## config.mk

```make
export PLATFORM = sky130hd
export DESIGN_NAME = wb_writer
export DESIGN_NICKNAME = d
export VERILOG_FILES = /design/src/rtl/wb_pkg.sv /design/src/rtl/wb_fifo.sv /design/src/rtl/wb_writer.sv
export SDC_FILE = /design/constraint.sdc
export NUM_CORES = 1
export LEC_CHECK = 0
export BUFFER_PORTS_ARGS = -buffer_cell sky130_fd_sc_hd__buf_4
export CORE_MARGIN = 2
export CORE_UTILIZATION = 42
export CTS_CLUSTER_SIZE = 28
export DETAILED_ROUTE_END_ITERATION = 8
export PLACE_DENSITY_LB_ADDON = 0.15
export SLEW_MARGIN = 20
export SYNTH_ARGS = -nofsm -noshare
export SYNTH_HDL_FRONTEND = slang
export SYNTH_HIERARCHICAL = 1
export SYNTH_SLANG_ARGS = --single-unit
```

## constraint.sdc

```tcl
create_clock -name clk -period 14.2 [get_ports clk]
set_clock_uncertainty 0.2 [all_clocks]
set_input_delay 1.42 -clock clk [delete_from_list [all_inputs] [get_ports clk]]
set_output_delay 1.42 -clock clk [all_outputs]
set_load 0.02 [all_outputs]
```

## src/rtl/wb_pkg.sv

```systemverilog
// Shared definitions for the write-back writer: register/data widths and
// the write-request record used by both the pipeline and multiply/divide paths.
package wb_pkg;

    localparam int REG_AW = 5;
    localparam int DATA_W = 32;

    typedef struct packed {
        logic [REG_AW-1:0] wa;
        logic [DATA_W-1:0] wd;
        logic [DATA_W-1:0] pc;
    } wb_req_t;

    function automatic wb_req_t wb_req(input logic [REG_AW-1:0] wa,
                                       input logic [DATA_W-1:0] wd,
                                       input logic [DATA_W-1:0] pc);
        wb_req_t r;
        r.wa = wa;
        r.wd = wd;
        r.pc = pc;
        return r;
    endfunction

endpackage

```

## src/rtl/wb_fifo.sv

```systemverilog
// Multiply/divide result buffer: power-of-two FIFO exposing every slot and its
// valid bit so the writer can flag pending destinations to the hazard unit.
module wb_fifo
    import wb_pkg::*;
#(
    parameter int DEPTH = 2
) (
    input  logic                   clk,
    input  logic                   reset,
    input  logic                   push_i,
    input  logic                   pop_i,
    input  wb_req_t                din_i,
    output wb_req_t                head_o,
    output logic                   full_o,
    output logic                   empty_o,
    output wb_req_t [DEPTH-1:0]    ent_o,
    output logic    [DEPTH-1:0]    ent_valid_o
);

    localparam int PW = (DEPTH > 1) ? $clog2(DEPTH) : 1;
    localparam int CW = $clog2(DEPTH + 1);

    wb_req_t [DEPTH-1:0] mem_q;
    logic    [DEPTH-1:0] valid_q;
    logic    [PW-1:0]    wr_ptr_q;
    logic    [PW-1:0]    rd_ptr_q;
    logic    [CW-1:0]    count_q;
    logic                do_push;
    logic                do_pop;

    assign full_o      = (count_q == CW'(DEPTH));
    assign empty_o     = (count_q == '0);
    assign do_push     = push_i && !full_o;
    assign do_pop      = pop_i && !empty_o;
    assign head_o      = mem_q[rd_ptr_q];
    assign ent_o       = mem_q;
    assign ent_valid_o = valid_q;

    // Pointers wrap naturally because DEPTH is a power of two.
    always_ff @(posedge clk or posedge reset) begin
        if (reset) begin
            mem_q    <= '0;
            valid_q  <= '0;
            wr_ptr_q <= '0;
            rd_ptr_q <= '0;
            count_q  <= '0;
        end else begin
            if (do_push) begin
                mem_q[wr_ptr_q]   <= din_i;
                valid_q[wr_ptr_q] <= 1'b1;
                wr_ptr_q          <= wr_ptr_q + PW'(1);
            end
            if (do_pop) begin
                valid_q[rd_ptr_q] <= 1'b0;
                rd_ptr_q          <= rd_ptr_q + PW'(1);
            end
            case ({do_push, do_pop})
                2'b10:   count_q <= count_q + CW'(1);
                2'b01:   count_q <= count_q - CW'(1);
                default: count_q <= count_q;
            endcase
        end
    end

endmodule

```

## src/rtl/wb_writer.sv

```systemverilog
// Register-file write arbiter: pipeline writes always win, buffered mul/div
// results drain in idle slots. Define WB_TRACE_EN to print each committed write.
module wb_writer
    import wb_pkg::*;
#(
    parameter int MD_DEPTH = 2
) (
    input  logic              clk,
    input  logic              reset,
    input  logic              p_valid,
    input  logic              p_we,
    input  logic [REG_AW-1:0] p_wa,
    input  logic [DATA_W-1:0] p_wd,
    input  logic [DATA_W-1:0] p_pc,
    input  logic              m_valid,
    output logic              m_ready,
    input  logic [REG_AW-1:0] m_wa,
    input  logic [DATA_W-1:0] m_wd,
    input  logic [DATA_W-1:0] m_pc,
    output logic              RegWrite,
    output logic [REG_AW-1:0] WA,
    output logic [DATA_W-1:0] WD,
    output logic [DATA_W-1:0] WPC,
    input  logic [REG_AW-1:0] ra1,
    input  logic [REG_AW-1:0] ra2,
    output logic              pend1,
    output logic              pend2,
    output logic              md_busy
);

    logic                   p_elig;
    logic                   md_push;
    logic                   md_pop;
    wb_req_t                md_head;
    logic                   md_full;
    logic                   md_empty;
    wb_req_t [MD_DEPTH-1:0] md_ent;
    logic    [MD_DEPTH-1:0] md_ent_valid;

    logic                   we_d, we_q;
    wb_req_t                req_d, req_q;

    assign p_elig  = p_valid && p_we && (p_wa != '0);
    // m_ready depends only on the registered count; the fifo gates push on full too.
    assign m_ready = !md_full;
    assign md_push = m_valid && m_ready && (m_wa != '0);
    assign md_pop  = !p_elig && !md_empty;
    assign md_busy = !md_empty;

    wb_fifo #(
        .DEPTH(MD_DEPTH)
    ) u_fifo (
        .clk        (clk),
        .reset      (reset),
        .push_i     (md_push),
        .pop_i      (md_pop),
        .din_i      (wb_req(m_wa, m_wd, m_pc)),
        .head_o     (md_head),
        .full_o     (md_full),
        .empty_o    (md_empty),
        .ent_o      (md_ent),
        .ent_valid_o(md_ent_valid)
    );

    always_comb begin
        we_d  = 1'b0;
        req_d = '0;
        if (p_elig) begin
            we_d  = 1'b1;
            req_d = wb_req(p_wa, p_wd, p_pc);
        end else if (!md_empty) begin
            we_d  = 1'b1;
            req_d = md_head;
        end
    end

    always_ff @(posedge clk or posedge reset) begin
        if (reset) begin
            we_q  <= 1'b0;
            req_q <= '0;
        end else begin
            we_q  <= we_d;
            req_q <= req_d;
        end
    end

    assign RegWrite = we_q;
    assign WA       = req_q.wa;
    assign WD       = req_q.wd;
    assign WPC      = req_q.pc;

    always_comb begin
        pend1 = 1'b0;
        pend2 = 1'b0;
        for (int i = 0; i < MD_DEPTH; i++) begin
            if (md_ent_valid[i] && (ra1 != '0) && (md_ent[i].wa == ra1)) pend1 = 1'b1;
            if (md_ent_valid[i] && (ra2 != '0) && (md_ent[i].wa == ra2)) pend2 = 1'b1;
        end
    end

`ifdef WB_TRACE_EN
    always @(posedge clk) begin
        if (!reset && RegWrite)
            $display("%0t@%08h: $%0d <= %08h", $time, WPC, WA, WD);
    end
`else
`endif

endmodule

```

== Word-level counts from Yosys, hierarchy flattened ==
Index checks and enable logic that the tools add are counted.

* $add $sub $neg: 4
* Multiply operators: 0
* Divide/modulo/power cells: 0
* Order comparisons: 4
* Equality and inequality tests: 7
* Shift operators: 0
* Mux-type cells: 20
* Bitwise gates (word level): 3
* Reductions and logical operators: 26

{| class="wikitable"
|+ Operators by type and width
! kind !! count
|-
| $mux 69 || 5
|-
| $bwmux 138 || 1
|-
| $demux 69 s1 || 1
|-
| $eq 5x5->1 || 4
|-
| $reduce_bool 5->1 || 4
|-
| $logic_and 1x1->1 || 17
|-
| $mux 1 || 8
|-
| $eq 2x2->1 const B || 2
|-
| $lt 1x2->1 const B || 2
|-
| $mux 2 || 2
|-
| $pmux 2 s2 || 1
|-
| $logic_not 1->1 || 3
|-
| $add 1x1->1 const B || 2
|-
| $add 2x1->2 const B || 1
|-
| $and 2x2->2 || 1
|-
| $demux 1 s1 || 2
|-
| $eq 2x1->1 const B || 1
|-
| $ge 1x1->1 const B || 2
|-
| $logic_not 2->1 || 1
|-
| $not 2->2 || 1
|-
| $or 2x2->2 || 1
|-
| $reduce_bool 2->1 || 1
|-
| $sub 2x1->2 const B || 1
|}

* Flip-flop bits (word level): 214
* Latch bits: 0
* Bits in writable memories: 0
* Memory bits (read-only): 0
* Input bits: 153
* Output and inout bits: 74
* Logic and storage cells: 78
* Memories kept: 0

== Depth between registers and ports, before layout ==
* Depth in word-level cells: 8
* Mapped depth: 9
* Mapped depth without buffers: 9

== Hierarchy ==
The synthesis kept the hierarchy.

{| class="wikitable"
|+ By module, submodules not included
! module !! instances !! cells an instance !! area an instance (um^2)
|-
| wb_fifo || 1 || 394 || 6568.8
|-
| wb_writer || 1 || 338 || 3064.2
|}

== Worst setup path after synthesis ==
OpenSTA, ideal clock, no wires.

* Path kind: input -> output
* From: in ra2[0]
* To: out pend2
* Arrival: 2291 ps
* Slack: 10289 ps
* Cell stages on the path: 4
* Buffers on the path: 0
* Path through: xor2_1 -> nor4_1 -> nand3_1 -> a21oi_1

* Longest elaborated chain between the ends: 5
* Elaborated cells on any way between the ends: 9
* Those cells by class: eq/ne: 2; mux: 2; reduce/logical: 5

{| class="wikitable"
|+ Ends and longest elaborated chain
! element !! RTL line !! RTL
|-
| start, declared || wb_writer.sv:25 || <nowiki>input logic [REG_AW-1:0] ra2,</nowiki>
|-
| $reduce_bool 5->1 || wb_writer.sv:97 || <nowiki>if (md_ent_valid[i] && (ra2 != '0) && (md_ent[i].wa == ra2)) pend2 = 1'b1;</nowiki>
|-
| $logic_and 1x1->1 (2 in series) || wb_writer.sv:97 ||
|-
| $mux 1 || wb_writer.sv:97 ||
|-
| $mux 1 * || wb_writer.sv:97 ||
|-
| end, declared || wb_writer.sv:27 || <nowiki>output logic pend2,</nowiki>
|}

Every way passes the cells marked *; elsewhere a longest branch is shown, timed or not.

== Final worst setup path ==
* From: in ra2[2]
* To: out pend2

The elaborated chain is that of the path after synthesis.

==> flow_metrics.py <==
metrics = {
    "placed_design": {
        "place_ws_ns": 10.08,
        "gp_congestion": 0.7515,
        "hpwl_um": 14290,
        "port_buffers": 226,
    },
    "setup_path": {
        "crit_chain": "buf_4 > xor2_1 > nor4_1 > nand3_1 > a21oi_1 > buf_4",
        "cp_slowest_cell": "nor4_1",
        "cp-start-kind": "input port",
        "cp_max_fo": 3,
        "max_stage_delay_ns": 0.29,
        "crit_top_cell": "buf_4",
        "worst_ep_arrival_time_ns": 2.42,
        "critPathRequiredTime_ns": 12.58,
        "crit_type": "input port to output port",
        "end_kind": "output port",
    },
    "final_layout": {
        "area_growth_pct": 26.54,
        "fin_util": 0.5400,
        "fillers": 2006,
        "n_antenna_cell": 0,
        "layout.nets": 1102,
        "drive_gt1_frac": 0.4953,
    },
    "pwr": {
        "power.leakage_nw": 5.942,
        "power_mw": 2.891,
        "peakVddDrop_v": 0.0001187,
        "powerDensity_nw_per_um2": 237.2,
    },
    "clock_network": {
        "cts.sinks": 214,
        "worstSkewPairLatency_ns": 0.51,
        "clk_pin_slew_ns": 0.06,
        "max-clock-path-buffers": 3,
        "cts_buffers": 25,
        "h-tree-depth": 1,
        "cts_setup_buffers": 0,
        "cts_tree": "done",
        "cts_resized": 0,
        "hold_buffers": 0,
        "clk_root_buffer_cell": "clkbuf_16",
    },
    "logic_synthesis": {
        "synthesis.nets": 886,
        "synth_cells": 732,
        "ys_seq_elements": 214,
        "synth-seq-area-share": 0.5559,
        "synth.distinct_cells": 30,
        "ys_warn_count": 6,
        "syn-cell-area_um2": 9633,
        "avgSynthCellArea_um2": 13.16,
    },
    "grt": {
        "grt_pass1_vias": 6744,
        "grt_usage": 0.1946,
        "grt_max_degree": 88,
        "grt_pass1_wl_um": 37260,
        "grt_overflow": 0,
        "antenna_found_initial": 0,
    },
    "floorplanning": {
        "rows": 55,
        "die_h_um": 155.4,
        "start_util": 0.4268,
        "io_pins": 227,
        "core_um2": 22570,
        "dieArea_um2": 24160,
        "fp.dieW_um": 155.4,
    },
    "route": {
        "wl_per_cell_um": 18.44,
        "first_pass_iters": 4,
        "viasPerCell": 4.982,
        "antenna_left": 0,
        "drt_iter0_drc": 301,
        "drc_errors": 0,
        "drt-total-wl_um": 23050,
        "vias": 6227,
    },
    "sta": {
        "tightest_slew_ns": 1.078,
        "fmax_mhz": 247.7,
        "hold_viol": 0,
        "rsz0062_at_grt": "false",
        "fin_crit_ns": 4.038,
        "setup_viol": 0,
        "tns_ns": 0,
        "finalMaxSlewViolations": 0,
        "slew_headroom": 0.2814,
        "fin_crit_sh": 0.2843,
        "setup_slack_ns": 10.16,
        "fin_hold_ws_ns": 0.2843,
    },
    "status": {
        "status": "complete, no violations",
    },
    "hold_path": {
        "hp-class": "flop to flop",
    },
    "run": {
        "cap_violations": 0,
    },
}
[power by group]
part	internal, mW	total (mW)	switching, mW	leakage [nW]
combinational	0.667	1.17	0.500	2.97
sequential	0.917	1.11	0.194	2.57
clock	0.364	0.613	0.249	0.397
[area by class of cell]
| type | count | area [µm²] | share of cell area |
|---|---|---|---|
| flip-flops and latches | 214 | 5359 | 0.4396 |
| clock buffers | 36 | 747.0 | 0.06128 |
| inverters | 7 | 32.53 | 0.002669 |
| clock inverters | 8 | 46.29 | 0.003798 |
| repair buffers | 233 | 1749 | 0.1435 |
| multi-input cells | 467 | 3899 | 0.3199 |
| well taps | 285 | 356.6 | 0.02925 |
[final timing paths]
path | startpoint | endpoint | slack [ns] | cells after the start
worst min-delay path | u_fifo/ent_o[22] | u_fifo/ent_o[22] | 0.28 | 1
worst max-delay path | ra2[2] | pend2 | 10.16 | 6
max in group asynchronous | reset | u_fifo/ent_o[41] | 11.67 | 3
worst max register to register | u_fifo/count_q[0] | u_fifo/ent_o[131] | 11.11 | 7
worst min register to register | u_fifo/ent_o[22] | u_fifo/ent_o[22] | 0.28 | 1
min in group asynchronous | reset | WPC[16] | 0.75 | 2
[routing by layer]
layer / track usage / routed length [µm]
met1: 0.2744 / 10510
met2: 0.3085 / 10670
met3: 0.04262 / 1478
met4: 0.04631 / 397
met5: 0 / 0
[worst max-delay path: cells and delay by family]
family	cells	cell delay [ns]
and+or+nand+nor	2	0.41
buffers and inverters	2	0.29
xor gates and xnor gates	1	0.15
AOI/OAI and AO/OA	1	0.15
[per-stage QoR]
| stage | cell area [µm²] | instances |
|---|---|---|
| 3_3_place_gp | 11400 | 1206 |
| 3_5_place_dp | 11400 | 1206 |
| 5_1_grt | 12190 | 1250 |
| 4_1_cts | 12190 | 1250 |
| 6_report | 12190 | 1250 |
| 2_1_floorplan | 9633 | 732 |
[sequential cells by signal (all words and copies together), names as in the netlist]
signal and count:
RegWrite 1, WA 5, WD 32, WPC 32, u_fifo/count_q 2, u_fifo/ent_o 138
u_fifo/ent_valid_o 2, u_fifo/rd_ptr_q 1, u_fifo/wr_ptr_q 1
[logic make-up after synthesis]
| logic type | count (synthesis) | share of synthesized area |
|---|---|---|
| and+or+nand+nor | 224 | 0.1016 |
| DFF | 214 | 0.5559 |
| muxes | 207 | 0.2689 |
| buffers and inverters | 51 | 0.04117 |
| xor gates and xnor gates | 25 | 0.02273 |
| AOI/OAI and AO/OA | 10 | 0.008442 |
| adders and majority gates | 1 | 0.001299 |
[synth_stat cells]
library cell / instances / area [µm²]
a21oi_1: 3 / 15.01
a2bb2oi_1: 1 / 8.760
a32o_1: 2 / 20.02
and3_4: 1 / 11.26
buf_1: 1 / 3.750
buf_12: 8 / 160.2
buf_2: 18 / 90.09
buf_6: 7 / 78.83
clkbuf_1: 10 / 37.54
dfrtp_1: 214 / 5355
ha_1: 1 / 12.51
inv_1: 6 / 22.52
inv_2: 1 / 3.750
mux2_1: 12 / 135.1
mux2_2: 126 / 1419
mux2_4: 69 / 1036
nand2_1: 136 / 510.5
nand2b_4: 1 / 13.76
nand3_1: 71 / 355.3
nand3b_2: 1 / 11.26
nor2_1: 6 / 22.52
nor4_1: 4 / 25.02
o211a_1: 1 / 10.01
o211ai_2: 1 / 12.51
o21ai_0: 1 / 5.000
o311a_1: 1 / 10.01
or3_1: 1 / 6.260
or4_1: 3 / 22.52
xnor2_1: 8 / 70.07
xor2_1: 17 / 148.9
[cell usage in the layout (no fill, tap or decap), types with 7 or more instances in the layout]
master     instances
clkbuf_8           8
buf_4            233
nand3_1           71
clkinv_2           7
mux2_1            12
nand2_1          136
mux2_4            69
xnor2_1            8
dfrtp_1          213
mux2_2           126
clkbuf_16         25
xor2_1            17
(Power assumes the default switching activity.)
